$ cat src/rtl/change_dispenser_fsm.sv
// Greedy change dispenser: pays out a requested amount coin by coin (20/10/5/1) from a
// refillable per-denomination inventory, with an ack timeout on each presented coin.
module change_dispenser_fsm #(
  parameter int unsigned INIT_COUNT  = 8,
  parameter int unsigned ACK_TIMEOUT = 16
) (
  input  logic       clk_i,
  input  logic       reset_i,
  input  logic [6:0] return_amt_i,
  input  logic       dispense_req_i,
  input  logic       coin_ack_i,
  input  logic       refill_en_i,
  input  logic [1:0] refill_denom_i,
  input  logic [5:0] refill_cnt_i,
  output logic       coin_valid_o,
  output logic [1:0] coin_denom_o,
  output logic       busy_o,
  output logic       done_o,
  output logic [6:0] short_amt_o,
  output logic       fault_o,
  output logic [3:0] state_o
);

  localparam int unsigned TmoW = (ACK_TIMEOUT > 1) ? $clog2(ACK_TIMEOUT) : 1;

  typedef enum logic [3:0] {
    StIdle   = 4'b0001,
    StSelect = 4'b0010,
    StPayout = 4'b0100,
    StDone   = 4'b1000
  } state_e;

  state_e            state_q;
  logic [6:0]        remaining_q;
  logic [TmoW-1:0]   tmo_q;
  logic [5:0]        inv_q [4];
  logic [5:0]        inv_d [4];
  logic [6:0]        inv_sum [4];
  logic              coin_valid_q;
  logic [1:0]        coin_denom_q;
  logic              busy_q;
  logic              done_q;
  logic [6:0]        short_q;
  logic              fault_q;
  logic              sel_found;
  logic [1:0]        sel_denom;
  logic              ack_take;

  function automatic logic [6:0] coin_value(input logic [1:0] d);
    logic [6:0] v;
    unique case (d)
      2'd0: v = 7'd1;
      2'd1: v = 7'd5;
      2'd2: v = 7'd10;
      default: v = 7'd20;
    endcase
    return v;
  endfunction

  // Ascending scan, so the largest qualifying denomination wins.
  always_comb begin
    sel_found = 1'b0;
    sel_denom = 2'd0;
    for (int i = 0; i < 4; i++) begin
      if (inv_q[i] != 6'd0 && coin_value(2'(i)) <= remaining_q) begin
        sel_found = 1'b1;
        sel_denom = 2'(i);
      end
    end
  end

  assign ack_take = (state_q == StPayout) && coin_ack_i;

  // Refill and ack-decrement may hit the same denomination; the result saturates at 63.
  always_comb begin
    for (int i = 0; i < 4; i++) begin
      inv_sum[i] = {1'b0, inv_q[i]}
                 + ((refill_en_i && refill_denom_i == 2'(i)) ? {1'b0, refill_cnt_i} : 7'd0)
                 - ((ack_take && coin_denom_q == 2'(i)) ? 7'd1 : 7'd0);
      inv_d[i]   = (inv_sum[i] > 7'd63) ? 6'd63 : inv_sum[i][5:0];
    end
  end

  always_ff @(posedge clk_i) begin
    if (reset_i) begin
      state_q      <= StIdle;
      remaining_q  <= 7'd0;
      tmo_q        <= '0;
      coin_valid_q <= 1'b0;
      coin_denom_q <= 2'd0;
      busy_q       <= 1'b0;
      done_q       <= 1'b0;
      short_q      <= 7'd0;
      fault_q      <= 1'b0;
      for (int i = 0; i < 4; i++) inv_q[i] <= 6'(INIT_COUNT);
    end else begin
      for (int i = 0; i < 4; i++) inv_q[i] <= inv_d[i];
      done_q <= 1'b0;
      unique case (state_q)
        StIdle: begin
          if (dispense_req_i) begin
            remaining_q <= return_amt_i;
            short_q     <= 7'd0;
            fault_q     <= 1'b0;
            busy_q      <= 1'b1;
            state_q     <= StSelect;
          end
        end
        StSelect: begin
          if (remaining_q == 7'd0) begin
            short_q <= 7'd0;
            done_q  <= 1'b1;
            state_q <= StDone;
          end else if (sel_found) begin
            coin_denom_q <= sel_denom;
            coin_valid_q <= 1'b1;
            tmo_q        <= '0;
            state_q      <= StPayout;
          end else begin
            short_q <= remaining_q;
            done_q  <= 1'b1;
            state_q <= StDone;
          end
        end
        StPayout: begin
          if (coin_ack_i) begin
            remaining_q  <= remaining_q - coin_value(coin_denom_q);
            coin_valid_q <= 1'b0;
            state_q      <= StSelect;
          end else if (tmo_q == TmoW'(ACK_TIMEOUT - 1)) begin
            // Unacked coin is not deducted from remaining.
            coin_valid_q <= 1'b0;
            fault_q      <= 1'b1;
            short_q      <= remaining_q;
            done_q       <= 1'b1;
            state_q      <= StDone;
          end else begin
            tmo_q <= tmo_q + 1'b1;
          end
        end
        StDone: begin
          busy_q  <= 1'b0;
          state_q <= StIdle;
        end
        default: state_q <= StIdle;
      endcase
    end
  end

  assign coin_valid_o = coin_valid_q;
  assign coin_denom_o = coin_denom_q;
  assign busy_o       = busy_q;
  assign done_o       = done_q;
  assign short_amt_o  = short_q;
  assign fault_o      = fault_q;
  assign state_o      = state_q;

endmodule

$ cat config.mk
export PLATFORM = sky130hd
export DESIGN_NAME = change_dispenser_fsm
export DESIGN_NICKNAME = d
export VERILOG_FILES = /design/src/rtl/change_dispenser_fsm.sv
export SDC_FILE = /design/constraint.sdc
export NUM_CORES = 1
export LEC_CHECK = 0
export ABC_AREA = 0
export CORE_MARGIN = 8
export CORE_UTILIZATION = 49
export CTS_BUF_LIST = sky130_fd_sc_hd__clkbuf_8
export DETAILED_ROUTE_END_ITERATION = 8
export GPL_TIMING_DRIVEN = 1
export PLACE_DENSITY = 0.77
export SYNTH_ARGS = -nofsm -noshare
export SYNTH_HDL_FRONTEND = slang
export SYNTH_SLANG_ARGS = --single-unit
$ cat constraint.sdc
create_clock -name clk_i -period 5.3 [get_ports clk_i]
set_input_delay 1.06 -clock clk_i [delete_from_list [all_inputs] [get_ports clk_i]]
set_output_delay 1.06 -clock clk_i [all_outputs]
set_load 0.01 [all_outputs]
==> results of run 1 <==
==> registers in the layout, indices dropped and copies added, names as in the netlist <==
name	count
busy_o	1
short_amt_o	7
fault_o	1
inv_q	24
coin_valid_o	1
remaining_q	7
coin_denom_o	2
tmo_q	4
done_o	1
state_o	4
==> layer usage <==
layer  global-route usage  routed length, um  vias up  share of wire
li1                     -                  -     1695              -
met1                0.199               4010     1610           0.44
met2                0.288               4610       59           0.51
met3               0.0252                311       15          0.034
met4               0.0571                158        0          0.017
met5                    0                  0        -              0
==> per-stage QoR <==
step,cells,setup slack (ns),hold WS [ns],cell area (sq um)
3_5_place_dp,598,1.07,0.483,4280
6_report,606,1.35,0.498,4390
2_1_floorplan,473,1.90,0.453,3860
4_1_cts,606,1.39,0.505,4390
5_1_grt,606,1.14,0.538,4390
3_3_place_gp,598,1.21,0.475,4280
==> power by group <==
part	internal [mW]	switching (mW)	total (mW)	leakage (nW)
sequential	0.488	0.0526	0.541	0.429
combinational	0.506	0.657	1.16	1.49
clock	0.141	0.139	0.280	0.0599
==> area by class of cell <==
class / count / share of cell area
Clock buffer: 5 / 0.0157
Clock inverter: 3 / 0.00968
Inverter: 82 / 0.0701
Multi-Input combinational cell: 325 / 0.555
Sequential cell: 52 / 0.237
Tap cell: 102 / 0.0291
Timing Repair Buffer: 37 / 0.0837
==> synthesized netlist by cell type, types with 8 or more instances <==
| cell | count |
|---|---|
| nor2_1 | 24 |
| clkbuf_1 | 9 |
| inv_1 | 82 |
| a211oi_1 | 16 |
| ha_1 | 54 |
| nor3_1 | 10 |
| a21oi_1 | 50 |
| nand2_1 | 33 |
| dfxtp_1 | 52 |
| o21ai_0 | 17 |
| xor2_1 | 17 |
| nand3_1 | 8 |
| a21o_1 | 10 |
| o21bai_1 | 8 |
==> worst max-delay path: stages <==
cell and delay (ns):
clkdlybuf4s50_1 0.51, nor3b_1 0.52, nand2_1 0.12, ha_1 0.29, inv_1 0.06, fa_1 0.48, a211oi_1 0.26, o21bai_1 0.11
a21oi_1 0.18, xor2_1 0.38, nand3_1 0.14
==> kinds of logic (layout without fill, tap and decap cells) <==
| family | Yosys count | in the layout | share of synthesized area |
|---|---|---|---|
| and+or+nand+nor | 115 | 115 | 0.164 |
| xor gates and xnor gates | 21 | 21 | 0.0476 |
| DFF | 52 | 52 | 0.270 |
| adders and majority gates | 59 | 59 | 0.201 |
| AOI/OAI and AO/OA | 130 | 130 | 0.218 |
| buffers and inverters | 96 | 127 | 0.0989 |
==> worst paths after layout <==
kind | from | endpoint | slack, ns | cells past startpoint
setup / recovery | refill_en_i | inv_q[0][3]$_SDFF_PP1_ | 1.35 | 11
hold / removal | tmo_q[0]$_SDFFE_PP0P_ | tmo_q[0]$_SDFFE_PP0P_ | 0.50 | 1
setup reg to reg | state_o[0]$_SDFFE_PP1P_ | inv_q[0][3]$_SDFF_PP1_ | 1.79 | 13
hold reg to reg | tmo_q[0]$_SDFFE_PP0P_ | tmo_q[0]$_SDFFE_PP0P_ | 0.50 | 1
==> qor.yml, run 1 <==
status: "finished, final reports clean"
io_pins: 37
drtAntennaViolNets: 0
synth_flop_cell: "dfxtp_1"
die_y_um: 105
period_minus_slack_ns: 3.95
final_cell_mix: "inv_1, ha_1, dfxtp_1"
nFillCells: 732
die-area_sq_um: 11000
skew_ns: 0.00645
ctsResizeCount: 0
numCtsBuffers: 5
cts.root.buffer_cell: "clkbuf_8"
ctsLongestPathBuffers: 2
syn_area_sq_um: 3860
htree_levels: 2
worst_slew_pin_slew_ns: 0.982
synth.top_cells.by_area: "dfxtp_1, ha_1, inv_1, a21oi_1, xor2_1"
cts.sink_count: 52
grt_start_max_net_pins: 23
synth_top_area_share: 0.270
syn_avg_cell_area_sq_um: 8.16
diodes: 0
ys_ff_latch: 52
hold_class: "register to register"
grt_pass1_vias: 3365
first_pass_iters: 4
drive_gt1_frac: 0.0377
syn_inst: 473
hold_viol: 0
synthArstFlopShare: 0
path_clk_slew_ns: 0.10
drc_errors: 0
power.density_nw_per_um2: 452
nets: 582
gp_congestion: 0.850
critPathArrivalTime_ns: 4.11
routed_wl_um: 9090
cap_viol_max_count: 0
post_cts_buffers: 0
die_x_um: 105
maxSlewHeadroom: 0.344
drt_iter0_drc: 199
hold_buffers: 0
crit_path_max_fanout: 6
cts_tree: "built"
rsz0062_at_grt: "false"
synth.largest_area_cell: "dfxtp_1"
fin_util: 0.571
timing.critical_path.to_type: "register"
coreArea_sq_um: 7690
multiInputGateArea_sq_um: 2440
dp_hpwl_um: 7150
avgViaCountPerCell: 5.58
startpoint_type: "primary input"
clk_latency_ns: 0.31
area_growth_pct: 13.8
worstSetupPathType: "primary input to register"
portBuffers: 36
regArea_sq_um: 1040
layout_commonest_cell: "inv_1"
yosysWarningCount: 0
ys_seq_area_frac: 0.270
grt_overflow: 0
num_rows: 32
num_vias: 3379
cp.required_ns: 5.46
fmax_ghz: 0.253
maxSlewViolCount: 0
total_power_mw: 1.98
setup_viol: 0
synth.net_count: 552
fin_tns_setup_ns: 0
ir_drop_mv: 0.333
yosys.cell_types.count: 52
grt_pass1_wl_um: 15400
power.leakage_nw: 1.98
period_share: 0.746
drt-wirelength-per-cell_um: 15.0
initial_core_util: 0.502
synth_edf_count: 0
antenna_found_initial: 0
grt_usage: 0.164
Power figures use the tool's default switching activity.
==> run 2, diff against run 1 <==
PLACE_DENSITY = 0.8   (was 0.77)
clock period = 3.6 ns   (was 5.3 ns; I/O delays follow)
==> run 2 against run 1 <==
Against the previous run: global-route usage up 0.61 points; flip-flop and latch count did not move; cell count rose by 2.0%; non-clock buffer count increased by 13; routed wire length fell by 0.81%; clock power rose by 14%; register-to-register slack worse by 1.6 ns.
==> qor.yml, run 2 (synthesis gave the netlist of run 1 again) <==
maxSlewViolCount: 0  # unchanged
critPathArrivalTime_ns: 3.57  # was 4.11 ns
cts.sink_count: 52  # unchanged
fmax_ghz: 0.295
setup_viol: 0  # unchanged
num_rows: 32  # unchanged
whs_ns: 0.502  # was 0.498 ns
crit_path_start: "coin_ack_i"  # was refill_en_i
nets: 595  # was 582
critPathSlowestCell: "clkdlybuf4s50_1"  # was nor3b_1
numCtsBuffers: 5  # unchanged
cap_viol_max_count: 0  # unchanged
dp_hpwl_um: 7070  # was 7150 um
final_cell_mix: "inv_1, ha_1, dfxtp_1"  # unchanged
cts_tree: "built"  # unchanged
drtAntennaViolNets: 0  # unchanged
routed_wl_um: 9020  # was 9090 um
io_pins: 37  # unchanged
avgViaCountPerCell: 5.50  # was 5.58
timing.rr.start: "state_o[2]$_SDFFE_PP0P_"  # was state_o[0]$_SDFFE_PP1P_
grt_overflow: 0  # unchanged
clk_latency_ns: 0.31  # about the same
grt_pass1_wl_um: 15900  # was 15400 um
cp.required_ns: 3.78  # was 5.46 ns
hold_start: "short_amt_o[0]$_SDFFE_PP0P_"  # was tmo_q[0]$_SDFFE_PP0P_
fin_tns_setup_ns: 0  # unchanged
ir_drop_mv: 0.517  # was 0.333 mV
cp_top_family: "adder cells"  # was simple AND/OR/NAND/NOR gates
die_y_um: 105  # unchanged
drt-wirelength-per-cell_um: 14.6  # was 15.0 um
status: "finished, final reports clean"  # unchanged
maxSlewHeadroom: 0.447  # was 0.344
placed_cell_area_sq_um: 4380  # was 4280 sq um
final_area_sq_um: 4460  # was 4390 sq um
total_power_mw: 2.97  # was 1.98 mW
antenna_found_initial: 0  # unchanged
diodes: 0  # unchanged
layout_commonest_cell: "inv_1"  # unchanged
skew_ns: 0.0115  # was 0.00645 ns
cp_cell_sequence: "clkdlybuf4s50_1 -> nand2_1 -> nor3_1 -> ha_1 -> inv_1 -> ha_1 -> fa_1 -> a211oi_1 -> o21bai_1 -> a21oi_1 -> xor2_1 -> buf_4 -> nand3_1"  # was clkdlybuf4s50_1 -> nor3b_1 -> nand2_1 -> ha_1 -> inv_1 -> fa_1 -> a211oi_1 -> o21bai_1 -> a21oi_1 -> xor2_1 -> nand3_1
initial_core_util: 0.502  # unchanged
ctsLongestPathBuffers: 2  # unchanged
num_vias: 3397  # was 3379
cts.root.buffer_cell: "clkbuf_8"  # unchanged
period_share: 0.943
ctsResizeCount: 0  # unchanged
timing.critical_path.to_type: "register"  # unchanged
drc_errors: 0  # unchanged
first_pass_iters: 5  # was 4
period_minus_slack_ns: 3.39
gp_congestion: 0.879  # was 0.850
grt_usage: 0.170  # was 0.164
crit_path_frequent_cell: "ha_1"
hold_buffers: 0  # unchanged
crit_path_max_incr_delay_ns: 0.49  # was 0.52 ns
rsz0062_at_grt: "false"  # unchanged
die_x_um: 105  # unchanged
area_growth_pct: 15.5  # was 13.8%
coreArea_sq_um: 7690  # unchanged
path_clk_slew_ns: 0.10  # about the same
power.density_nw_per_um2: 665  # was 452 nW/um^2
worst_slew_pin_slew_ns: 0.830  # was 0.982 ns
portBuffers: 36  # unchanged
drt_iter0_drc: 237  # was 199
post_cts_buffers: 0  # unchanged
grt_pass1_vias: 3396  # was 3365
crit_path_max_fanout: 6  # unchanged
hold_class: "register to register"  # unchanged
grt_start_max_net_pins: 35  # was 23
drive_gt1_frac: 0.0601  # was 0.0377
fin_ws_ns: 0.206  # was 1.35 ns
startpoint_type: "primary input"  # unchanged
cp_num_buf_inv: 3  # was 2
htree_levels: 2  # unchanged
power.leakage_nw: 2.03  # was 1.98 nW
die-area_sq_um: 11000  # unchanged
top_register: "inv_q"  # unchanged
post-place-ws_ns: -0.0982  # was 1.07 ns
largest_reg_flops: 24  # unchanged
hold_viol: 0  # unchanged
worstSetupPathType: "primary input to register"  # unchanged
[run 2: changes by cell type in the layout (fill, tap and decap cells not counted)]
cell	change
bufinv_16	-1
clkinv_2	+1
inv_6	-1
buf_4	+13
[run 2: metal layers]
layer  track usage  share of wire
met4        0.0571          0.019
met1         0.208           0.45
met5             0              0
met3        0.0283          0.035
met2         0.296           0.49
[run 2: final cells by class]
| class | instances | area (sq um) |
|---|---|---|
| fill | 715 | 3230 |
| multi-input combinational | 325 | 2440 |
| sequential | 52 | 1040 |
| timing repair buffer | 50 | 465 |
| inverter | 82 | 308 |
| tap | 102 | 128 |
| clock buffer | 5 | 68.8 |
| clock inverter | 2 | 8.76 |
[run 2: worst paths after layout]
path / slack [ns] / endpoint / depth (start not counted)
max: 0.21 / inv_q[0][3]$_SDFF_PP1_ / 13
min: 0.50 / short_amt_o[0]$_SDFFE_PP0P_ / 1
max reg2reg: 0.24 / inv_q[0][3]$_SDFF_PP1_ / 14
min reg2reg: 0.50 / short_amt_o[0]$_SDFFE_PP0P_ / 1
[run 2: through the flow]
stage / util / cells
floorplan: - / 473
global placement: 0.570 / 611
detailed placement: 0.570 / 611
CTS: 0.580 / 618
global route: 0.580 / 618
finish: 0.580 / 618
[run 2: worst register-to-register path: stages (launching register included)]
cell and delay (ns):
dfxtp_1 0.48, nand2b_1 0.14, nor3_1 0.22, nand2_1 0.19, nor3_1 0.26, ha_1 0.17
inv_1 0.04, ha_1 0.24, fa_1 0.43, a211oi_1 0.31, o21bai_1 0.13, a21oi_1 0.21
xor2_1 0.18, buf_4 0.17, nand3_1 0.07
[run 2: where the power goes]
part	switching, mW	internal [mW]	total (mW)
logic	0.998	0.852	1.85
registers	0.0772	0.718	0.796
clock network	0.189	0.130	0.319
==> run 3, diff against run 2 <==
ABC_CLOCK_PERIOD_IN_PS = 3600   (was default)
PLACE_DENSITY = default   (was 0.8)
PLACE_DENSITY_LB_ADDON = 0.12   (was default)
==> run 3 against run 2 <==
Against the previous run: routed wire length up 0.63%; first-iteration DRC count is 59% lower; non-clock buffer count up 3; core utilization rose by 0.54 points; sequential power about the same; highest routed layer unchanged.
==> qor.yml, run 3 (synthesis gave the netlist of run 1 again) <==
status: "finished, final reports clean"  # unchanged
post_cts_buffers: 0  # unchanged
cts_tree: "built"  # unchanged
rsz0062_at_grt: "false"  # unchanged
diodes: 0  # unchanged
startpoint_type: "primary input"  # unchanged
dp_hpwl_um: 7110  # was 7070 um
grt_start_max_net_pins: 39  # was 35
grt_use_met2: 0.291  # was 0.296
drc_errors: 0  # unchanged
ir_drop_mv: 0.463  # was 0.517 mV
ctsLongestPathBuffers: 2  # unchanged
worst_slew_pin_slew_ns: 0.828  # was 0.830 ns
r2r-end: "inv_q[0][3]$_SDFF_PP1_"  # unchanged
critPathSlowestCell: "clkdlybuf4s50_1"  # unchanged
fmax_ghz: 0.303  # was 0.295 GHz
htree_levels: 2  # unchanged
r2r_slack_ns: 0.33  # was 0.24 ns
grt_pass1_vias: 3370  # was 3396
drive_gt1_frac: 0.0674  # was 0.0601
drt_iter0_drc: 97  # was 237
critPathArrivalTime_ns: 3.46  # was 3.57 ns
dp_cells: 614  # was 611
layout_commonest_cell: "inv_1"  # unchanged
grt_pass1_wl_um: 15900  # about the same
num_vias: 3315  # was 3397
grt_usage: 0.171  # was 0.170
path_clk_slew_ns: 0.09  # was 0.10 ns
grt_overflow: 0  # unchanged
final_area_sq_um: 4500  # was 4460 sq um
num_rows: 32  # unchanged
antenna_found_initial: 0  # unchanged
min_path_cells: 2  # was 1
die_y_um: 105  # unchanged
clk_latency_ns: 0.30  # was 0.31 ns
crit_path_max_incr_delay_ns: 0.49  # about the same
period_minus_slack_ns: 3.30  # was 3.39 ns
crit_path_max_fanout: 6  # unchanged
cp.required_ns: 3.76  # was 3.78 ns
setup_viol: 0  # unchanged
first_pass_iters: 4  # was 5
nets: 598  # was 595
busiest_layer: "met2"  # unchanged
timing.rr.start: "state_o[2]$_SDFFE_PP0P_"  # unchanged
top_register: "inv_q"  # unchanged
final_cell_mix: "inv_1, ha_1, dfxtp_1"  # unchanged
avgViaCountPerCell: 5.34  # was 5.50
placed_cell_area_sq_um: 4400  # was 4380 sq um
worstRegToRegCells: 14  # unchanged
cp_top_family: "adder cells"  # unchanged
cap_viol_max_count: 0  # unchanged
drt-wirelength-per-cell_um: 14.6  # about the same
routed_wl_um: 9080  # was 9020 um
numCtsBuffers: 5  # unchanged
hold_path_end: "coin_valid_o$_SDFFE_PP0P_"  # was short_amt_o[0]$_SDFFE_PP0P_
hold_buffers: 0  # unchanged
power.leakage_nw: 2.05  # was 2.03 nW
gp_congestion: 0.878  # was 0.879
grtUsageMet1: 0.220  # was 0.208
worstSetupPathType: "primary input to register"  # unchanged
power.density_nw_per_um2: 668  # was 665 nW/um^2
cts.root.buffer_cell: "clkbuf_8"  # unchanged
initial_core_util: 0.502  # unchanged
maxSlewHeadroom: 0.448  # was 0.447
cp_num_buf_inv: 3  # unchanged
skew_ns: 0.00808  # was 0.0115 ns
cp_cell_sequence: "clkdlybuf4s50_1 -> nand2_1 -> nor3_1 -> ha_1 -> inv_1 -> ha_1 -> fa_1 -> a211oi_1 -> o21bai_1 -> a21oi_1 -> xor2_1 -> buf_4 -> nand3_1"  # unchanged
area_growth_pct: 16.5  # was 15.5%
period_share: 0.917  # was 0.943
portBuffers: 36  # unchanged
hold_start: "coin_valid_o$_SDFFE_PP0P_"  # was short_amt_o[0]$_SDFFE_PP0P_
fin_cells: 621  # was 618
io_pins: 37  # unchanged
die-area_sq_um: 11000  # unchanged
timing.critical_path.to_type: "register"  # unchanged
ctsResizeCount: 0  # unchanged
gr-usage-met3: 0.0270  # was 0.0283
cts.sink_count: 52  # unchanged
hold_class: "register to register"  # unchanged
hold_viol: 0  # unchanged
drtAntennaViolNets: 0  # unchanged
die_x_um: 105  # unchanged
maxSlewViolCount: 0  # unchanged
largest_reg_flops: 24  # unchanged
coreArea_sq_um: 7690  # unchanged
crit_path_frequent_cell: "ha_1"  # unchanged
[run 3: cell types whose count changed in the layout (fill, tap and decap cells not counted)]
cell      change
clkinv_2      -1
clkbuf_8      +2
buf_4         +3
inv_1         -1
[run 3: power by group]
group | switching (mW) | total (mW) | internal, mW
Clock | 0.197 | 0.369 | 0.172
Combinational | 0.983 | 1.84 | 0.854
Sequential | 0.0804 | 0.799 | 0.719
Total | 1.26 | 3.00 | 1.74
[run 3: how the worst max path moves through the flow]
stage,startpoint,to,slack (ns),cells past startpoint
2_1_floorplan,refill_denom_i[1],inv_q[0][3]$_SDFF_PP1_,0.54,10
3_3_place_gp,coin_ack_i,inv_q[0][3]$_SDFF_PP1_,-0.02,13
3_5_place_dp,coin_ack_i,inv_q[0][3]$_SDFF_PP1_,-0.02,13
4_1_cts,coin_ack_i,inv_q[0][3]$_SDFF_PP1_,0.29,13
5_1_grt,refill_denom_i[0],inv_q[1][3]$_SDFF_PP1_,0.13,13
6_report,coin_ack_i,inv_q[0][3]$_SDFF_PP1_,0.30,13
[run 3: per-layer routing]
metal,up-vias,wire length [um]
met5,-,0
met4,0,144
met3,15,253
met2,41,4290
met1,1533,4390
li1,1726,-
[run 3: area by class of cell]
cell class              count  area, sq um
repair buffers             53          488
well taps                 102          128
multi-input cells         325         2440
inverters                  82          308
fillers                   748         3190
flip-flops and latches     52         1040
clock buffers               7         96.3
[run 3: worst register-to-register path, delay by kind of cell, from the launching register on]
kind,cells,cell delay (ns)
adder cells (fa/ha/maj),3,0.82
AO/OA/AOI/OAI,3,0.54
buffers and inverters,2,0.20
AND/OR/NAND/NOR,5,0.92
flip-flops,1,0.49
XOR/XNOR,1,0.15
[run 3: metrics by stage]
stage	utilization	total power, mW	setup slack [ns]	setup TNS (ns)	hold WS [ns]
final	0.585	3.00	0.299	0	0.487
after global routing	0.585	3.32	0.129	0	0.536
after CTS	0.585	3.01	0.288	0	0.490
after detailed placement	0.573	2.63	-0.0248	-0.0248	0.477
after global placement	0.573	2.60	-0.0186	-0.0186	0.469
after floorplan	-	2.14	0.539	0	0.453
